**src/rtl/irig_frame_sequencer.sv**
```systemverilog
// IRIG-B frame sequencer: aligns on MARK-MARK, walks positions 0..99, checks markers,
// assembles BCD time into shadow registers and publishes it with lock status.
//
// state    | meaning
// ---------+--------------------------------------------------------------
// ST_HUNT  | no alignment, waiting for a MARK
// ST_SYNC  | previous symbol was a MARK; another MARK starts a frame (Pr)
// ST_FRAME | inside a frame, pos_q is the position of the next symbol
module irig_frame_sequencer #(
  parameter int SYM_TIMEOUT = 150000,
  parameter int LOCK_FRAMES = 2
) (
  input  logic       clk_10mhz,
  input  logic       rst_n,
  input  logic       sym_valid,
  input  logic [1:0] sym,
  output logic       frame_valid,
  output logic [6:0] sec_bcd,
  output logic [6:0] min_bcd,
  output logic [5:0] hour_bcd,
  output logic [9:0] day_bcd,
  output logic       locked,
  output logic       pps_en,
  output logic [7:0] err_cnt
);

  localparam int TW = $clog2(SYM_TIMEOUT + 1);
  localparam logic [TW-1:0] TO_LAST = TW'(SYM_TIMEOUT - 1);
  localparam logic [TW-1:0] TO_MAX  = TW'(SYM_TIMEOUT);
  localparam logic [3:0]    LF      = 4'(LOCK_FRAMES);

  localparam logic [1:0] SYM_D1   = 2'b01;
  localparam logic [1:0] SYM_MARK = 2'b10;

  typedef enum logic [1:0] {ST_HUNT, ST_SYNC, ST_FRAME} state_t;

  state_t        state_q, state_d;
  logic [3:0]    ones_q, ones_d;
  logic [3:0]    tens_q, tens_d;
  logic [29:0]   shadow_q, shadow_d;
  logic [29:0]   time_q, time_d;
  logic [TW-1:0] to_cnt_q, to_cnt_d;
  logic [3:0]    good_q, good_d;
  logic [7:0]    err_q, err_d;
  logic          locked_q, locked_d;
  logic          fv_q, fv_d;

  logic       is_mark, marker_slot, sym_ok, cap_hit, to_hit;
  logic       err_inc, lose, frame_done;
  logic [4:0] cap_idx;

  // Field layout in shadow/time: sec[6:0], min[13:7], hour[19:14], day[29:20].
  always_comb begin
    cap_hit = 1'b1;
    cap_idx = 5'd0;
    case ({tens_q, ones_q})
      8'h01: cap_idx = 5'd0;
      8'h02: cap_idx = 5'd1;
      8'h03: cap_idx = 5'd2;
      8'h04: cap_idx = 5'd3;
      8'h06: cap_idx = 5'd4;
      8'h07: cap_idx = 5'd5;
      8'h08: cap_idx = 5'd6;
      8'h10: cap_idx = 5'd7;
      8'h11: cap_idx = 5'd8;
      8'h12: cap_idx = 5'd9;
      8'h13: cap_idx = 5'd10;
      8'h15: cap_idx = 5'd11;
      8'h16: cap_idx = 5'd12;
      8'h17: cap_idx = 5'd13;
      8'h20: cap_idx = 5'd14;
      8'h21: cap_idx = 5'd15;
      8'h22: cap_idx = 5'd16;
      8'h23: cap_idx = 5'd17;
      8'h25: cap_idx = 5'd18;
      8'h26: cap_idx = 5'd19;
      8'h30: cap_idx = 5'd20;
      8'h31: cap_idx = 5'd21;
      8'h32: cap_idx = 5'd22;
      8'h33: cap_idx = 5'd23;
      8'h35: cap_idx = 5'd24;
      8'h36: cap_idx = 5'd25;
      8'h37: cap_idx = 5'd26;
      8'h38: cap_idx = 5'd27;
      8'h40: cap_idx = 5'd28;
      8'h41: cap_idx = 5'd29;
      default: cap_hit = 1'b0;
    endcase
  end

  always_comb begin
    state_d    = state_q;
    ones_d     = ones_q;
    tens_d     = tens_q;
    shadow_d   = shadow_q;
    time_d     = time_q;
    to_cnt_d   = to_cnt_q;
    good_d     = good_q;
    err_d      = err_q;
    locked_d   = locked_q;
    fv_d       = 1'b0;
    err_inc    = 1'b0;
    lose       = 1'b0;
    frame_done = 1'b0;

    is_mark     = (sym == SYM_MARK);
    marker_slot = (ones_q == 4'd9) || ({tens_q, ones_q} == 8'h00);
    sym_ok      = marker_slot ? is_mark : !sym[1];
    // A symbol arriving on the timeout cycle suppresses the timeout.
    to_hit      = !sym_valid && (to_cnt_q == TO_LAST);

    if (sym_valid) begin
      to_cnt_d = '0;
    end else if (to_cnt_q != TO_MAX) begin
      to_cnt_d = to_cnt_q + TW'(1);
    end

    if (sym_valid) begin
      case (state_q)
        ST_HUNT: begin
          if (is_mark) state_d = ST_SYNC;
        end
        ST_SYNC: begin
          if (is_mark) begin
            state_d = ST_FRAME;
            ones_d  = 4'd1;
            tens_d  = 4'd0;
          end else begin
            state_d = ST_HUNT;
          end
        end
        ST_FRAME: begin
          if (!sym_ok) begin
            state_d = ST_HUNT;
            err_inc = 1'b1;
            lose    = 1'b1;
          end else begin
            if (cap_hit) shadow_d[cap_idx] = (sym == SYM_D1);
            if ({tens_q, ones_q} == 8'h99) begin
              state_d    = ST_SYNC;
              ones_d     = 4'd0;
              tens_d     = 4'd0;
              frame_done = 1'b1;
            end else if (ones_q == 4'd9) begin
              ones_d = 4'd0;
              tens_d = tens_q + 4'd1;
            end else begin
              ones_d = ones_q + 4'd1;
            end
          end
        end
        default: state_d = ST_HUNT;
      endcase
    end else if (to_hit) begin
      state_d = ST_HUNT;
      lose    = 1'b1;
      err_inc = (state_q == ST_FRAME);
    end

    if (err_inc && err_q != 8'hFF) err_d = err_q + 8'd1;

    if (frame_done) begin
      time_d = shadow_q;
      fv_d   = 1'b1;
    end

    if (lose) begin
      good_d   = 4'd0;
      locked_d = 1'b0;
    end else begin
      if (frame_done && good_q != LF) good_d = good_q + 4'd1;
      if (good_q == LF) locked_d = 1'b1;
    end
  end

  always_ff @(posedge clk_10mhz) begin
    if (!rst_n) begin
      state_q  <= ST_HUNT;
      ones_q   <= 4'd0;
      tens_q   <= 4'd0;
      shadow_q <= '0;
      time_q   <= '0;
      to_cnt_q <= '0;
      good_q   <= 4'd0;
      err_q    <= 8'd0;
      locked_q <= 1'b0;
      fv_q     <= 1'b0;
    end else begin
      state_q  <= state_d;
      ones_q   <= ones_d;
      tens_q   <= tens_d;
      shadow_q <= shadow_d;
      time_q   <= time_d;
      to_cnt_q <= to_cnt_d;
      good_q   <= good_d;
      err_q    <= err_d;
      locked_q <= locked_d;
      fv_q     <= fv_d;
    end
  end

  assign frame_valid = fv_q;
  assign sec_bcd     = time_q[6:0];
  assign min_bcd     = time_q[13:7];
  assign hour_bcd    = time_q[19:14];
  assign day_bcd     = time_q[29:20];
  assign locked      = locked_q;
  assign pps_en      = locked_q;
  assign err_cnt     = err_q;

endmodule
```
**config.mk**
```make
export PLATFORM = sky130hd
export DESIGN_NAME = irig_frame_sequencer
export DESIGN_NICKNAME = d
export VERILOG_FILES = /design/src/rtl/irig_frame_sequencer.sv
export SDC_FILE = /design/constraint.sdc
export NUM_CORES = 1
export LEC_CHECK = 0
export BUFFER_PORTS_ARGS = -buffer_cell sky130_fd_sc_hd__buf_4
export CORE_UTILIZATION = 64
export CTS_CLUSTER_SIZE = 30
export DETAILED_ROUTE_END_ITERATION = 10
export PLACE_DENSITY = 0.94
export SYNTH_ARGS = -nofsm -noshare
export SYNTH_HDL_FRONTEND = slang
export SYNTH_SLANG_ARGS = --single-unit
```
**constraint.sdc**
```tcl
create_clock -name clk_10mhz -period 5.8 [get_ports clk_10mhz]
set_clock_uncertainty 0.1 [all_clocks]
set_input_delay 0.87 -clock clk_10mhz [delete_from_list [all_inputs] [get_ports clk_10mhz]]
set_output_delay 0.87 -clock clk_10mhz [all_outputs]
set_load 0.02 [all_outputs]
```
==> results.toml <==
[timing]
max_freq_mhz = 276
period_needed_ns = 3.62
post-route-period-util = 0.625
rsz0062_at_grt = "false"
setup_viol = 0
worst_slew_pin_slew_ns = 1.17
finalHoldViolCount = 0
slew_violations = 0
slew_headroom = 0.219
fin_tns_setup_ns = 0

[finish]
antenna_cells = 0
area_delta_synth_final_pct = 8.89
layout_commonest_cell = "nand2_1"
drive_gt1_frac = 0.152
fin_area_sq_um = 5620
register_area_sq_um = 2040
nFillCells = 575
nNetsFinal = 628
multi_input_area_sq_um = 2880
mostFrequentLayoutCells = "nand2_1, dfxtp_1, buf_4, nor2_1, a21boi_1"

[yosys]
yosys.cell_types.count = 73
synthArstFlopShare = 0
yosysSeqAreaShare = 0.395
synth_edf_count = 0
synth_cells = 593
synth_ff_type = "dfxtp_1"
synth.net_count = 607
syn_avg_cell_area_sq_um = 8.71
syn_area_sq_um = 5160
ys_ff_latch = 102
yosys_warnings = 0

[drt]
avgRoutedWirePerCell_um = 15.3
drt_iter0_markers = 330
vias = 4370
viasPerCell = 6.06
final_antenna_net_count = 0
routed_wl_um = 11000
drc = 0
drtPass1Iterations = 5

[critical_path]
crit_end = "good_q[1]$_SDFFE_PP0P_"
ff2ff_setup_slack_ns = 2.18
critPathMostFrequentCell = "nor2_1"
endpoint_kind = "register"
critPathMaxFanout = 31
cp_cell_sequence = "and4bb_2, a21oi_4, mux2i_4, nand2_1, nor2_1, nor2_1, a211oi_1"
startpoint = "ones_q[1]$_SDFFE_PN0P_"
timing.rr.start = "ones_q[1]$_SDFFE_PN0P_"
start_kind = "register"
slowest_stage = "dfxtp_1"
reg2reg_depth = 7
crit_required_ns = 5.98
crit_buf_inv = 0
cp_num_cells = 7
reg2reg_to = "good_q[1]$_SDFFE_PP0P_"
cp.arrival_ns = 3.81
critPathKind = "reg2reg"
cp_slowest_stage_delay_ns = 0.86
path_delay_family = "simple AND/OR/NAND/NOR gates"

[pwr]
p_switching_uw = 291
p_comb_frac = 0.027
ir_drop_mv = 0.202
power_leakage_nw = 2.03
seqPwrFrac = 0.601
pwr-share-clk = 0.372
powerDensity_nw_per_um2 = 208
switching_share = 0.249
power.internal_uw = 878

[clock_tree]
cts_htree_levels = 3
cts_tree = "built"
holdBufCountCts = 0
post-cts-setup-buffer-count = 0
cts_sinks = 102
numCtsBuffers = 9
path_clk_slew_ns = 0.10
insertion_delay_ns = 0.37
ctsResizeCount = 0
cts_buffer_depth = 2
root_buffer = "clkbuf_8"

[die]
die_w_um = 91.8
die_y_um = 91.8
pin_count = 46
initial_core_util = 0.665
dieArea_sq_um = 8430
rows = 32
coreArea_sq_um = 7770

[grt]
antenna_found_initial = 0
grt_usage = 0.273
grt_start_max_net_pins = 85
grt_pass1_wl_um = 18600
grt-ovfl-total = 0
grt_pass1_vias = 4205

[place]
hpwl_um = 7680
postPlaceCellArea_sq_um = 5440
place.port_buffers = 45
routabilityCongestion = 0.882

[status]
status = "complete, no violations"

[flow_run]
drv_cap = 0

[hold_path]
worst_hold_path_type = "reg2reg"
hold_depth = 2
## logic make-up after synthesis
kind of cell,Yosys count,share of synthesized area
AND/OR/NAND/NOR,259,0.265
AO/OA/AOI/OAI,135,0.198
flip-flops,102,0.395
buffers and inverters,49,0.0480
XOR/XNOR,23,0.0390
multiplexers,16,0.0334
adder cells (fa/ha/maj),9,0.0218
## layer usage
layer | part of all wire | global-route usage | routed length [um]
met5 | 0 | 0 | 0
met4 | 0.029 | 0.141 | 316
met3 | 0.040 | 0.0514 | 446
met2 | 0.49 | 0.466 | 5460
met1 | 0.44 | 0.328 | 4810
## sequential cells by signal, summed over array words and instances (netlist names)
register,cells
frame_valid,1
ones_q,4
shadow_q,30
good_q,4
time_q,30
state_q,2
locked,1
err_cnt,8
tens_q,4
to_cnt_q,18
## cells in the mapped netlist, drive strengths merged (5+ instances only)
master | n | area share
nand2 | 117 | 0.086
dfxtp | 102 | 0.40
nor2 | 38 | 0.028
a21boi | 32 | 0.047
nand3 | 22 | 0.022
buf | 20 | 0.027
a21oi | 19 | 0.025
o211ai | 19 | 0.028
o31ai | 17 | 0.025
mux2i | 16 | 0.033
o21ai | 16 | 0.016
clkbuf | 15 | 0.011
inv | 14 | 0.010
xor2 | 14 | 0.024
nor2b | 10 | 0.013
ha | 9 | 0.022
nand4 | 9 | 0.013
nor3 | 9 | 0.011
or3 | 9 | 0.011
xnor2 | 9 | 0.015
and2 | 7 | 0.0085
a2111oi | 5 | 0.014
and3 | 5 | 0.0061
nand2b | 5 | 0.0075
nand4b | 5 | 0.0085
## power by group through the flow
stage | sequential, mW | clock, mW | combinational (mW)
after floorplan | 0.718 | 0 | 0.0251
after global placement | 0.719 | 0 | 0.0301
after detailed placement | 0.719 | 0 | 0.0310
after CTS | 0.703 | 0.436 | 0.0309
after global routing | 0.703 | 0.467 | 0.0345
final | 0.703 | 0.435 | 0.0310
## final cells by class
type,instances,share of cell area
Clock buffer,9,0.0220
Clock inverter,7,0.0116
Tap cell,102,0.0227
Sequential cell,102,0.363
Inverter,14,0.00934
Multi-Input combinational cell,442,0.511
Timing Repair Buffer,45,0.0601
## through the flow
step	std cells	setup slack, ns	total power, mW	hold slack (ns)	util
final	721	2.18	1.17	0.359	0.724
after global routing	721	1.95	1.20	0.379	0.724
after CTS	721	2.20	1.17	0.361	0.724
after detailed placement	705	2.26	0.750	0.347	0.700
after global placement	705	2.50	0.749	0.343	0.700
after floorplan	593	3.30	0.743	0.331	-
## how the worst min path moves through the flow
stage          slack [ns]                startpoint                      end
2_1_floorplan        0.33  shadow_q[0]$_SDFFE_PN0P_   time_q[0]$_SDFFE_PN0N_
3_3_place_gp         0.34  shadow_q[0]$_SDFFE_PN0P_   time_q[0]$_SDFFE_PN0N_
3_5_place_dp         0.35    time_q[6]$_SDFFE_PN0N_   time_q[6]$_SDFFE_PN0N_
4_1_cts              0.36    time_q[6]$_SDFFE_PN0N_   time_q[6]$_SDFFE_PN0N_
5_1_grt              0.38   time_q[19]$_SDFFE_PN0N_  time_q[19]$_SDFFE_PN0N_
6_report             0.36    time_q[6]$_SDFFE_PN0N_   time_q[6]$_SDFFE_PN0N_
## worst min-delay path: cells and delay by family (launching register included)
kind,cells,cell delay (ns)
and+or+nand+nor,1,0.05
AOI/OAI and AO/OA,1,0.05
DFF,1,0.32
No activity file was read; power rests on OpenSTA's default activity.
